--- src/rtl/wb_bus_guard.sv ---
// Registered Wishbone pipeline guard: skid-buffered request path, outstanding
// request accounting, and bus-error return on slave error or slave timeout.
module wb_bus_guard #(
  parameter int AW      = 32,
  parameter int DW      = 32,
  parameter int LGDEPTH = 4,
  parameter int TIMEOUT = 1023
) (
  input  logic            i_clk,
  input  logic            i_reset,
  input  logic            i_cyc,
  input  logic            i_stb,
  input  logic            i_we,
  input  logic [AW-1:0]   i_adr,
  input  logic [DW-1:0]   i_dat,
  input  logic [DW/8-1:0] i_sel,
  output logic            o_ack,
  output logic            o_stall,
  output logic            o_err,
  output logic [DW-1:0]   o_data,
  output logic            o_wb_cyc,
  output logic            o_wb_stb,
  output logic            o_wb_we,
  output logic [AW-1:0]   o_wb_adr,
  output logic [DW-1:0]   o_wb_dat,
  output logic [DW/8-1:0] o_wb_sel,
  input  logic            i_wb_ack,
  input  logic            i_wb_stall,
  input  logic            i_wb_err,
  input  logic [DW-1:0]   i_wb_data
);
  localparam int SW = DW/8;
  localparam int TW = $clog2(TIMEOUT+1);
  localparam logic [LGDEPTH-1:0] MAXOUT = '1;
  localparam logic [TW-1:0]      TMAX   = TW'(TIMEOUT);

  typedef struct packed {
    logic          we;
    logic [AW-1:0] adr;
    logic [DW-1:0] dat;
    logic [SW-1:0] sel;
  } req_t;

  typedef enum logic [1:0] {IDLE, BUSY, ABORT} state_t;

  state_t             state_q, state_d;
  req_t               out_q, out_d, skid_q, skid_d, in_req;
  logic               stb_q, stb_d, skid_v_q, skid_v_d, cyc_q, cyc_d;
  logic               ack_q, ack_d, err_q, err_d, stall_q, stall_d;
  logic [DW-1:0]      data_q, data_d;
  logic [LGDEPTH-1:0] npend_q, npend_d;
  logic [TW-1:0]      timer_q, timer_d, timer_inc;
  logic               accept, counting, timeout, fault, ack_fwd;

  assign in_req   = {i_we, i_adr, i_dat, i_sel};
  assign accept   = i_cyc && i_stb && !stall_q;
  assign counting = (state_q == BUSY) && (stb_q || npend_q != '0);
  // timer_inc includes the current idle cycle, so the abort lands TIMEOUT clocks after issue
  assign timer_inc = (counting && timer_q != TMAX) ? timer_q + TW'(1) : timer_q;
  assign timeout   = counting && (timer_inc == TMAX) && !i_wb_ack;
  assign fault     = i_wb_err || timeout;
  assign ack_fwd   = i_wb_ack && (npend_q != '0) && !i_wb_err;

  always_ff @(posedge i_clk or posedge i_reset) begin
    if (i_reset) state_q <= IDLE;
    else         state_q <= state_d;
  end

  always_comb begin
    state_d = state_q;
    case (state_q)
      IDLE:    if (accept) state_d = BUSY;
      BUSY:    if (!i_cyc) state_d = IDLE;
               else if (fault) state_d = ABORT;
      ABORT:   if (!i_cyc) state_d = IDLE;
      default: state_d = IDLE;
    endcase
  end

  always_comb begin
    out_d    = out_q;
    skid_d   = skid_q;
    stb_d    = stb_q;
    skid_v_d = skid_v_q;
    npend_d  = npend_q;
    timer_d  = timer_q;
    ack_d    = 1'b0;
    err_d    = 1'b0;
    data_d   = i_wb_ack ? i_wb_data : data_q;
    if (state_d == BUSY) begin
      if (!stb_q || !i_wb_stall) begin
        if (skid_v_q) begin
          out_d    = skid_q;
          skid_v_d = 1'b0;
        end else if (accept) begin
          out_d = in_req;
          stb_d = 1'b1;
        end else begin
          stb_d = 1'b0;
        end
      end else if (accept) begin
        skid_d   = in_req;
        skid_v_d = 1'b1;
      end
      ack_d   = (state_q == BUSY) && ack_fwd;
      npend_d = npend_q + LGDEPTH'(accept) - LGDEPTH'(ack_d);
      timer_d = i_wb_ack ? '0 : timer_inc;
    end else begin
      // leaving BUSY (or not in it) drops everything in flight
      stb_d    = 1'b0;
      skid_v_d = 1'b0;
      npend_d  = '0;
      timer_d  = '0;
      err_d    = ((state_q == BUSY) && i_cyc && fault) ||
                 ((state_q == ABORT) && i_cyc && i_stb);
    end
    cyc_d   = (state_d == BUSY);
    stall_d = (state_d == BUSY) && (skid_v_d || npend_d == MAXOUT);
  end

  always_ff @(posedge i_clk or posedge i_reset) begin
    if (i_reset) begin
      out_q    <= '0;
      skid_q   <= '0;
      stb_q    <= 1'b0;
      skid_v_q <= 1'b0;
      cyc_q    <= 1'b0;
      ack_q    <= 1'b0;
      err_q    <= 1'b0;
      stall_q  <= 1'b0;
      data_q   <= '0;
      npend_q  <= '0;
      timer_q  <= '0;
    end else begin
      out_q    <= out_d;
      skid_q   <= skid_d;
      stb_q    <= stb_d;
      skid_v_q <= skid_v_d;
      cyc_q    <= cyc_d;
      ack_q    <= ack_d;
      err_q    <= err_d;
      stall_q  <= stall_d;
      data_q   <= data_d;
      npend_q  <= npend_d;
      timer_q  <= timer_d;
    end
  end

  assign o_ack    = ack_q;
  assign o_err    = err_q;
  assign o_stall  = stall_q;
  assign o_data   = data_q;
  assign o_wb_cyc = cyc_q;
  assign o_wb_stb = stb_q;
  assign o_wb_we  = out_q.we;
  assign o_wb_adr = out_q.adr;
  assign o_wb_dat = out_q.dat;
  assign o_wb_sel = out_q.sel;

endmodule

--- config.mk ---
export PLATFORM = sky130hd
export DESIGN_NAME = wb_bus_guard
export DESIGN_NICKNAME = d
export VERILOG_FILES = /design/src/rtl/wb_bus_guard.sv
export SDC_FILE = /design/constraint.sdc
export NUM_CORES = 1
export LEC_CHECK = 0
export ABC_AREA = 1
export CELL_PAD_IN_SITES_DETAIL_PLACEMENT = 0
export CELL_PAD_IN_SITES_GLOBAL_PLACEMENT = 2
export CORE_MARGIN = 2
export CORE_UTILIZATION = 26
export DETAILED_ROUTE_END_ITERATION = 10
export GPL_TIMING_DRIVEN = 1
export PLACE_DENSITY_LB_ADDON = 0.1
export SYNTH_ARGS = -nofsm -noshare
export SYNTH_HDL_FRONTEND = slang
export SYNTH_SLANG_ARGS = --single-unit
--- constraint.sdc ---
create_clock -name i_clk -period 7.5 [get_ports i_clk]
set_clock_uncertainty 0.05 [all_clocks]
set_input_delay 1.875 -clock i_clk [delete_from_list [all_inputs] [get_ports i_clk]]
set_output_delay 1.875 -clock i_clk [all_outputs]
set_load 0.005 [all_outputs]
# Word level (Yosys, flattened, before mapping)
# Cells that the tools add are included.
# classes
add_sub_neg	3
n_eq_ne	8
muxes	20
n_bitwise	1
n_reduce_logical	30
# ops
operator	count
two-way mux 69 bit	2
two-way mux 10 bit	3
logical AND 1 bit	14
adder 10 x 1 -> 10 bit (second input constant)	1
equality test 10 bit (second input constant)	1
inequality test 10 bit (second input constant)	1
two-way mux 1 bit	9
two-way mux 2 bit	4
one-hot mux 2 bit (3 select lines)	1
AND reduction 3 bit	2
logical NOT 1 bit	5
logical OR 1 bit	5
adder 4 x 1 -> 4 bit	1
equality test 2 x 1 -> 1 bit (second input constant)	2
equality test 4 bit (second input constant)	1
two-way mux 4 bit	1
nonzero test 4 bit	1
subtractor 4 x 1 -> 4 bit	1
equality test 2 bit (second input constant)	1
logical NOT 2 bit	1
inequality test 2 x 1 -> 1 bit (second input constant)	1
inequality test 2 bit (second input constant)	1
AND reduction 2 bit	1
nonzero test 2 bit	1
inverter 1 bit	1
# word_totals
reg_bits	192
output_inout_bits	106
elab_cells	80

# Longest topological paths before layout
# logic_depth
depth_word	17
ltp_mapped	18

# Worst setup path after synthesis
# Ideal clock, no wire load.
# synth_timing
kind	input to register
start	in i_stb
end	reg stall_q, in the netlist o_stall
setup_ps	83
arrival_time_ps	3654
t_required_ps	7367
slack_ps	3714
cell_stages	11
cell_sequence	nand2_1 -> nor2_1 -> inv_1 -> ha_1 -> inv_1 -> ha_1 -> fa_1 -> inv_1 -> nor3_1 -> nand3b_1 -> o21ai_0
# synth_between
elab_chain_len	9
word_cells_on_any_way	14
# synth_rtl
item	line	source
start, declared	12	input logic i_stb,
logical AND 1 bit (*) (2 in series)	56	assign accept = i_cyc && i_stb && !stall_q;
parallel branches: the longest is 6 deep, another holds adder 4 x 1 -> 4 bit	n/a	
logical AND 1 bit (*)	118	stall_d = (state_d == BUSY) && (skid_v_d || npend_d == MAXOUT);
via stall_d	49	logic ack_q, ack_d, err_q, err_d, stall_q, stall_d;
end signal, assigned	142	stall_q <= stall_d;
end, declared	49	
# Mark *: on every way through the listed nets, which the timed path passes.
# A chain may end at the register's enable or synchronous reset.

# Worst setup path in the final report
# layout_timing
start	in i_cyc
end	reg skid_q[5] (netlist bit)
# layout_between
elab_chain_len	6
word_cells_on_any_way	8
# layout_rtl
item	line	source
start, declared	11	input logic i_cyc,
logical AND 1 bit (2 in series)	56	
two-way mux 2 bit	72	IDLE: if (accept) state_d = BUSY;
one-hot mux 2 bit (3 select lines)	71	case (state_q)
equality test 2 x 1 -> 1 bit	90	if (state_d == BUSY) begin
AND reduction 3 bit (no source line) (*)	n/a	
end signal, assigned	136	skid_q <= skid_d;
end, declared	47	req_t out_q, out_d, skid_q, skid_d, in_req;
# Mark *: on every way between the ends. The rest lies on a longest branch, timed or not.

==> impl_metrics.tcl <==
set metrics [dict create \
    area_growth_pct 34.59 \
    fmax_mhz 197.2 \
    yosysUniqueCellTypes 29 \
    clk_pin_slew_ns 0.07 \
    maxCapViolCount 0 \
    grt_pass1_vias 8106 \
    worstSkewPairLatency_ns 0.45 \
    p_leak_nw 6.096 \
    worst_setup_path_start_kind "input pin" \
    synth.yosys.seq_area_share_pct 53.20 \
    end_kind "flip-flop" \
    hp-class "flip-flop to flip-flop" \
    layout.cells.non_filler 1794 \
    grt_pass1_wl_mm 48.37 \
    postCtsSetupBuffers 0 \
    place_hpwl_mm 17.70 \
    ioPinCount 214 \
    drtIter0Drc 461 \
    firstDrtPassIters 5 \
    via_per_inst 4.550 \
    synth_top_area_share_pct 53.20 \
    clock_path_buffers 2 \
    syn_avg_cell_area_um2 7.785 \
    cts_resized 0 \
    final_antenna_net_count 0 \
    peakVddDrop_mv 0.1652 \
    powerDensity_nw_per_um2 236.7 \
    synth_seq_cells 192 \
    final_util_pct 35.36 \
    synth_nets 1275 \
    cts.sinks 192 \
    ys_warn_count 0 \
    cts_hold_buffers 0 \
    start_util_pct 26.27 \
    grt_overflow 0 \
    antenna_found_initial 2 \
    die_area_um2 36240 \
    cp_max_fo 69 \
    die_h_um 190.4 \
    rows 68 \
    hold_viol 0 \
    cp.arrival_ns 5.34 \
    gp_congestion 0.7005 \
    cts_buffers 17 \
    synth_top_area_cell "dfrtp_1" \
    required_ns 7.77 \
    grt_usage_pct 17.28 \
    htreeDepth 4 \
    max_slew_margin_pct 34.32 \
    vias 8162 \
    rr_worst_depth 15 \
    io_buffer_count 213 \
    status "complete, no violations" \
    cts_tree "done" \
    post_drt_wl_per_cell_um 17.03 \
    synthTopCellsByArea "dfrtp_1 (53%), nand2_1 (27%), nand4_1 (9.8%), clkbuf_1 (2.0%), nor2_1 (1.2%)" \
    period_minus_slack_ns 5.071 \
    fp.dieW_um 190.4 \
    slew_violations 0 \
    nNetsFinal 1440 \
    netlist_area_um2 9031 \
    rsz0062_at_grt "no" \
    whs_path_depth 2 \
    cts_root_buf "clkbuf_16" \
    path_class "input pin to flip-flop" \
    finalSetupViolations 0 \
    nFillCells 3659 \
    drc 0 \
    coreArea_um2 34370 \
    synthCells 1160 \
    fin_tns_setup_ns 0 \
    drt_wl_total_mm 30.55 \
    grt_start_max_net_pins 100 \
    drive_above_1_share_pct 4.484 \
    fin_crit_sh_pct 67.62 \
    tightest_slew_ns 0.9852 \
    dpl.cell_count 1761 \
]
[path summary, 6_finish.rpt]
| path | from | to | slack, ns |
|---|---|---|---|
| worst max-delay path | i_cyc | skid_q[5]$_DFFE_PP0P_ | 2.43 |
| worst min-delay path | o_wb_adr[14]$_DFFE_PP0P_ | o_wb_adr[14]$_DFFE_PP0P_ | 0.42 |
| worst max register to register | timer_q[0]$_DFF_PP0_ | skid_q[5]$_DFFE_PP0P_ | 3.44 |
| worst min register to register | o_wb_adr[14]$_DFFE_PP0P_ | o_wb_adr[14]$_DFFE_PP0P_ | 0.42 |
| max in group asynchronous | i_reset | skid_q[15]$_DFFE_PP0P_ | 4.16 |
| min in group asynchronous | i_reset | o_wb_dat[5]$_DFFE_PP0P_ | 1.92 |
[area by class of cell]
type,instances,area (um^2),share of cell area (%)
Timing Repair Buffer,225,2222,18.28
Clock buffer,19,452.9,3.726
Antenna cell,1,2.502,0.02059
Sequential cell,192,4806,39.54
Tap cell,455,569.3,4.683
Inverter,30,120.1,0.9882
Clock inverter,13,185.2,1.523
Multi-Input combinational cell,859,3797,31.24
[placed cells by master, fill, tap and decap left out, types with 4 or more instances in the layout]
cell             synthesis  layout
buf_4                    1      12
o21ai_0                  5       5
nand3_1                 12      12
nand4_1                142     142
clkdlybuf4s50_1          0     213
clkbuf_16                0      17
nor2_1                  28      27
dfrtp_1                192     191
a21oi_1                  8       8
ha_1                     6       6
inv_1                   27      26
bufinv_16                0       4
nand2_1                638     636
[cell usage after synthesis (all sizes together)]
| master | number |
|---|---|
| nand2 | 641 |
| dfrtp | 192 |
| nand4 | 142 |
| clkbuf | 47 |
| buf | 32 |
| inv | 29 |
| nor2 | 29 |
| nand3 | 16 |
| a21oi | 8 |
| ha | 6 |
| o21ai | 6 |
| nand3b | 4 |
| nor3 | 2 |
| clkinv | 1 |
| fa | 1 |
| nor3b | 1 |
| o211ai | 1 |
| xnor2 | 1 |
| xor2 | 1 |
[through the flow]
stage               setup slack (ns)  area [um^2]  hold WS, ns  power [mW]
detailed placement             1.883        11510       0.4079       1.901
finish                         2.429        12160       0.4199       2.877
CTS                            2.377        12150       0.4264       2.935
global placement               1.941        11510       0.4032       1.899
floorplan                     0.3478         9031       0.3917       1.488
global route                   2.069        12150       0.4411       3.047
[metal layers]
metal,part of all wire [%],wire (um),track usage (%)
met1,48,14750,24.09
met2,47,14470,27.80
met3,3.4,1029,3.018
met4,0.95,289,4.204
met5,0.043,13,0
[kinds of logic after synthesis]
logic type	after synthesis	synth area share [%]
buffers and inverters	109	5.168
and+or+nand+nor	835	39.53
AOI/OAI and AO/OA	15	0.8589
xor gates and xnor gates	2	0.1940
DFF	192	53.20
adders and majority gates	7	1.053
[flip-flops by register name, summed over array words and instances (netlist names), 2 cells and up]
register and flops:
state_q 2, o_wb_adr 32, timer_q 10, o_data 32, o_wb_dat 32, o_wb_sel 4, npend_q 4, skid_q 69
[power breakdown]
group | switching, mW | internal [mW]
sequential | 0.0886 | 1.18
combinational | 0.262 | 0.330
clock | 0.434 | 0.578
total | 0.785 | 2.09
[worst max-delay path, cell delays in order]
cell	delay, ns
clkdlybuf4s50_1	0.51
nand2_1	0.10
nor2_4	0.65
nand2_1	0.24
nand2_4	0.62
nand3_4	0.90
nand2_1	0.26
nand2_1	0.08
Power figures use the tool's default switching activity.
